**src/rtl/uart_arb_pkg.sv**
```systemverilog
// rtl/uart_arb_pkg.sv - shared types and helpers for the uart transmit arbiter
package uart_arb_pkg;

    typedef enum logic [2:0] {
        IDLE,
        ISSUE,
        WAIT_BUSY,
        WAIT_DONE,
        HOLD
    } arb_state_t;

    // Counter must be able to represent the full timeout value.
    function automatic int timeout_cnt_w(input int timeout);
        return (timeout < 2) ? 1 : $clog2(timeout + 1);
    endfunction

endpackage

```
**src/rtl/rr_select.sv**
```systemverilog
// rtl/rr_select.sv - combinational round-robin pick: first set request at or after ptr
module rr_select #(
    parameter int N  = 4,
    parameter int PW = (N > 1) ? $clog2(N) : 1
) (
    input  logic [N-1:0]  req_in,
    input  logic [PW-1:0] ptr_in,
    output logic [N-1:0]  gnt_out,
    output logic [PW-1:0] idx_out,
    output logic          any_out
);

    always_comb begin
        logic [PW-1:0] cand;
        gnt_out = '0;
        idx_out = '0;
        any_out = 1'b0;
        cand    = '0;
        for (int i = 0; i < N; i++) begin
            cand = PW'((int'(ptr_in) + i) % N);
            if (!any_out && req_in[cand]) begin
                any_out       = 1'b1;
                gnt_out[cand] = 1'b1;
                idx_out       = cand;
            end
        end
    end

endmodule

```
**src/rtl/uart_tx_arbiter.sv**
```systemverilog
// rtl/uart_tx_arbiter.sv - round-robin sharing of one uart transmitter between byte producers
module uart_tx_arbiter
    import uart_arb_pkg::*;
#(
    parameter int NUM_PORTS    = 4,
    parameter int BUSY_TIMEOUT = 8
) (
    input  logic                      clk_in,
    input  logic                      rst_in,
    input  logic [NUM_PORTS-1:0]      req_valid_in,
    input  logic [NUM_PORTS-1:0][7:0] req_data_in,
    input  logic [NUM_PORTS-1:0]      req_last_in,
    output logic [NUM_PORTS-1:0]      req_ready_out,
    output logic [7:0]                tx_data_out,
    output logic                      tx_trigger_out,
    input  logic                      tx_busy_in,
    output logic [NUM_PORTS-1:0]      grant_out,
    output logic                      err_out
);

    localparam int PORT_W = $clog2(NUM_PORTS);
    localparam int CNT_W  = timeout_cnt_w(BUSY_TIMEOUT);

    arb_state_t           state_q, state_d;
    logic [PORT_W-1:0]    ptr_q, ptr_d;
    logic [PORT_W-1:0]    owner_q, owner_d;
    logic                 lock_q, lock_d;
    logic [CNT_W-1:0]     cnt_q, cnt_d;
    logic [7:0]           data_q, data_d;
    logic [NUM_PORTS-1:0] grant_q, grant_d;
    logic                 err_q, err_d;

    logic [NUM_PORTS-1:0] sel_gnt;
    logic [PORT_W-1:0]    sel_idx;
    logic                 sel_any;

    rr_select #(
        .N  (NUM_PORTS),
        .PW (PORT_W)
    ) u_rr_select (
        .req_in  (req_valid_in),
        .ptr_in  (ptr_q),
        .gnt_out (sel_gnt),
        .idx_out (sel_idx),
        .any_out (sel_any)
    );

    function automatic logic [PORT_W-1:0] wrap_inc(input logic [PORT_W-1:0] p);
        return (p == PORT_W'(NUM_PORTS - 1)) ? '0 : p + PORT_W'(1);
    endfunction

    always_ff @(posedge clk_in or posedge rst_in) begin
        if (rst_in) begin
            state_q <= IDLE;
            ptr_q   <= '0;
            owner_q <= '0;
            lock_q  <= 1'b0;
            cnt_q   <= '0;
            data_q  <= '0;
            grant_q <= '0;
            err_q   <= 1'b0;
        end else begin
            state_q <= state_d;
            ptr_q   <= ptr_d;
            owner_q <= owner_d;
            lock_q  <= lock_d;
            cnt_q   <= cnt_d;
            data_q  <= data_d;
            grant_q <= grant_d;
            err_q   <= err_d;
        end
    end

    always_comb begin
        state_d        = state_q;
        ptr_d          = ptr_q;
        owner_d        = owner_q;
        lock_d         = lock_q;
        cnt_d          = cnt_q;
        data_d         = data_q;
        grant_d        = grant_q;
        err_d          = err_q;
        req_ready_out  = '0;
        tx_trigger_out = 1'b0;

        case (state_q)
            IDLE: begin
                if (sel_any) begin
                    req_ready_out = sel_gnt;
                    data_d        = req_data_in[sel_idx];
                    grant_d       = sel_gnt;
                    owner_d       = sel_idx;
                    lock_d        = !req_last_in[sel_idx];
                    state_d       = ISSUE;
                end
            end
            ISSUE: begin
                tx_trigger_out = 1'b1;
                cnt_d          = '0;
                state_d        = WAIT_BUSY;
            end
            WAIT_BUSY: begin
                if (tx_busy_in) begin
                    state_d = WAIT_DONE;
                end else if (cnt_q == CNT_W'(BUSY_TIMEOUT - 1)) begin
                    // Transmitter never acknowledged: drop the packet and move on.
                    err_d   = 1'b1;
                    lock_d  = 1'b0;
                    grant_d = '0;
                    ptr_d   = wrap_inc(owner_q);
                    state_d = IDLE;
                end else begin
                    cnt_d = cnt_q + CNT_W'(1);
                end
            end
            WAIT_DONE: begin
                if (!tx_busy_in) begin
                    if (lock_q) begin
                        state_d = HOLD;
                    end else begin
                        ptr_d   = wrap_inc(owner_q);
                        grant_d = '0;
                        state_d = IDLE;
                    end
                end
            end
            HOLD: begin
                if (req_valid_in[owner_q]) begin
                    req_ready_out = grant_q;
                    data_d        = req_data_in[owner_q];
                    lock_d        = !req_last_in[owner_q];
                    state_d       = ISSUE;
                end
            end
            default: state_d = IDLE;
        endcase
    end

    assign tx_data_out = data_q;
    assign grant_out   = grant_q;
    assign err_out     = err_q;

endmodule

```
**config.mk**
```make
export PLATFORM = sky130hd
export DESIGN_NAME = uart_tx_arbiter
export DESIGN_NICKNAME = d
export VERILOG_FILES = /design/src/rtl/uart_arb_pkg.sv /design/src/rtl/rr_select.sv /design/src/rtl/uart_tx_arbiter.sv
export SDC_FILE = /design/constraint.sdc
export NUM_CORES = 1
export LEC_CHECK = 0
export ABC_AREA = 1
export BUFFER_PORTS_ARGS = -buffer_cell sky130_fd_sc_hd__clkbuf_2
export CORE_MARGIN = 3
export CORE_UTILIZATION = 55
export CTS_BUF_LIST = sky130_fd_sc_hd__clkbuf_4
export DETAILED_ROUTE_END_ITERATION = 8
export HOLD_SLACK_MARGIN = 0.02
export PLACE_DENSITY = 0.82
export SYNTH_ARGS = -nofsm -noshare
export SYNTH_HDL_FRONTEND = slang
export SYNTH_SLANG_ARGS = --single-unit
```
**constraint.sdc**
```tcl
create_clock -name clk_in -period 4.6 [get_ports clk_in]
set_input_delay 1.15 -clock clk_in [delete_from_list [all_inputs] [get_ports clk_in]]
set_output_delay 1.15 -clock clk_in [all_outputs]
set_load 0.01 [all_outputs]
```
==> metrics.cfg <==
[placed_design]
gp_congestion=0.9400
dp_slack_ns=0.8654
dp_hpwl_um=4673
portBuffers=60
dp.cells=479

[pwr]
ir_worst_vdd_mv=0.3252
swShare=0.5837
power.total_mw=2.196
intPower_mw=0.9139
seq_power_share=0.197
power.static_leakage_nw=1.561
power_frac_comb=0.755
p_clk_frac=0.048
pwr_density_cell_mw_per_mm2=802.4
power_switching_mw=1.282

[synthesis]
synth_cell_type_count=32
synth_seq_area_share=0.2611
synth_edf_count=0
synth_common_cells=nand2_1, inv_1, o21ai_0, nand3_1, a21oi_1
syn_inst=379
syn_nets=431
yosys.area.top_type=dfrtp_1
yosysMostFrequentCell=nand2_1
ys.flop_type=dfrtp_1
synth_top_area_share=0.2611
avgSynthCellArea_um2=6.322
syn-cell-area_mm2=0.002396
ys_seq_elements=25
synthArstFlopShare=1.000
synth.area.top_cells=dfrtp_1, nand2_1, inv_1
ys_warn_count=0

[drt]
routed_via_density=5.491
wl_um=6125
drt-initial-drc-count=202
drc=0
avgRoutedWirePerCell_um=12.68
vias=2652
drt-pass1-iter-count=5
ant_nets=0

[run]
max_cap_viol_count=0

[grt]
gr-total-overflow=0
grt_pass1_vias=2393
antenna_found_initial=0
grt_pass1_wl_um=10360
grt_max_degree=28
grtUsageTotal=0.2433

[timing]
relSlewSlack=0.3687
fin_ws_ns=0.5947
slew_viol_final=0
finalSetupTns_ns=0
fmax_mhz=249.7
fin_crit_ns=4.005
fin_crit_sh=0.8707
rsz0062_at_grt=no
skew_ns=0.009033
worst_pin_slew_ns=0.9459
setup_viol=0
final_hold_viol_count=0

[critical_path]
cp-start-kind=flip-flop
cp-end-kind=primary output
worstSetupPathType=reg -> out
worstPathRequired_ns=3.45
crit_fanout=13
worstPathArrival_ns=2.86
reg2reg_setup_slack_ns=1.68

[cts]
ctsHoldBuffers=0
cts_buffer_depth=2
clockRootBuffer=clkbuf_4
ctsResizeCount=0
numCtsBuffers=3
insertion_delay_ns=0.32
clock-sinks=25
clk_pin_slew_ns=0.14
h-tree-depth=1
cts_tree=built
cts_setup_buffers=0

[die]
die_area_mm2=0.005185
die_w_um=72.01
fp.dieH_um=72.01
core_area_mm2=0.004115
pin_count=61
start_util=0.5822
core.rowCount=23

[cells_and_area]
drive_gt1_frac=0.2032
n_antenna_cell=0
layout.cells.non_filler=483
area_growth_pct=14.20
fillers=388
nNetsFinal=486

[run_status]
status=finished, final reports clean

[worst_hold_path]
min_path_type=reg -> reg

-- power groups by stage --
| stage | clock network (mW) | registers (mW) | logic, mW |
|---|---|---|---|
| after floorplan | 0 | 0.414 | 1.33 |
| after detailed placement | 0 | 0.434 | 1.64 |
| after global routing | 0.112 | 0.450 | 1.88 |
| final | 0.105 | 0.433 | 1.66 |
| after global placement | 0 | 0.436 | 1.61 |
| after CTS | 0.106 | 0.431 | 1.64 |
-- metrics by stage --
step	utilization	area (µm²)	hold slack, ns
detailed placement	0.6576	2706	0.4610
CTS	0.6649	2736	0.4916
floorplan	-	2396	0.4646
global route	0.6649	2736	0.5108
finish	0.6649	2736	0.4863
global placement	0.6576	2706	0.4508
-- worst paths after layout --
kind	start	end	cells after the start
setup / recovery	ptr_q[0]	req_ready_out[1]	12
hold / removal	err_out	err_out	1
setup reg to reg	ptr_q[0]	tx_data_out[0]	14
hold reg to reg	err_out	err_out	1
max in group asynchronous	rst_in	owner_q[1]	2
min in group asynchronous	rst_in	tx_data_out[3]	2
-- cells by family (layout without fill, tap and decap cells) --
logic type,count (synthesis),count (layout),share of synthesized area
AO/OA/AOI/OAI,90,90,0.2010
XOR/XNOR,1,1,0.003656
adder cells (fa/ha/maj),9,9,0.04700
buffers and inverters,71,125,0.1206
flip-flops,25,25,0.2611
AND/OR/NAND/NOR,183,183,0.3666
-- flip-flops by register name (all words and copies together) (netlist names) --
register / count
err_out: 1
owner_q: 2
ptr_q: 2
grant_out: 4
lock_q: 1
cnt_q: 4
tx_data_out: 8
state_q: 3
-- layout make-up --
type | count | area [µm²] | share of cell area
clock buffers | 4 | 30.03 | 0.01097
flip-flops and latches | 25 | 625.6 | 0.2286
repair buffers | 62 | 315.3 | 0.1152
inverters | 59 | 221.5 | 0.08093
well taps | 50 | 62.56 | 0.02286
multi-input cells | 283 | 1481 | 0.5414
-- per-layer routing --
metal | vias to the layer above | wire length [µm] | GRT usage
met5 | - | 0 | 0
met4 | 0 | 51 | 0.05010
met3 | 4 | 410 | 0.03878
met2 | 103 | 2903 | 0.4235
met1 | 1176 | 2760 | 0.3194
li1 | 1369 | - | -
-- critical path, cell delays in order, from the launching register on --
cell and delay [ns]:
dfrtp_1 0.62, inv_2 0.18, ha_1 0.44, inv_1 0.12, nand2_1 0.12, nand2_4 0.09
nor2_8 0.14, nand3_4 0.18, nand2_1 0.20, inv_1 0.10, o21ai_0 0.09, o21ai_0 0.11
clkbuf_2 0.14
-- placed cells by master (no fill, tap or decap), types with 3 or more instances in the layout --
cell type and n:
nand2_1 95, clkbuf_2 60, inv_1 53, o21ai_0 36
nand3_1 35, a21oi_1 27, dfrtp_1 25, nor2_1 21
a31oi_1 11, nand4_1 10, o21ai_1 9, ha_1 9
nand2_2 7, inv_2 4, clkbuf_4 4, nand2_4 3
o22ai_1 3
No activity file was read; power rests on OpenSTA's default activity.
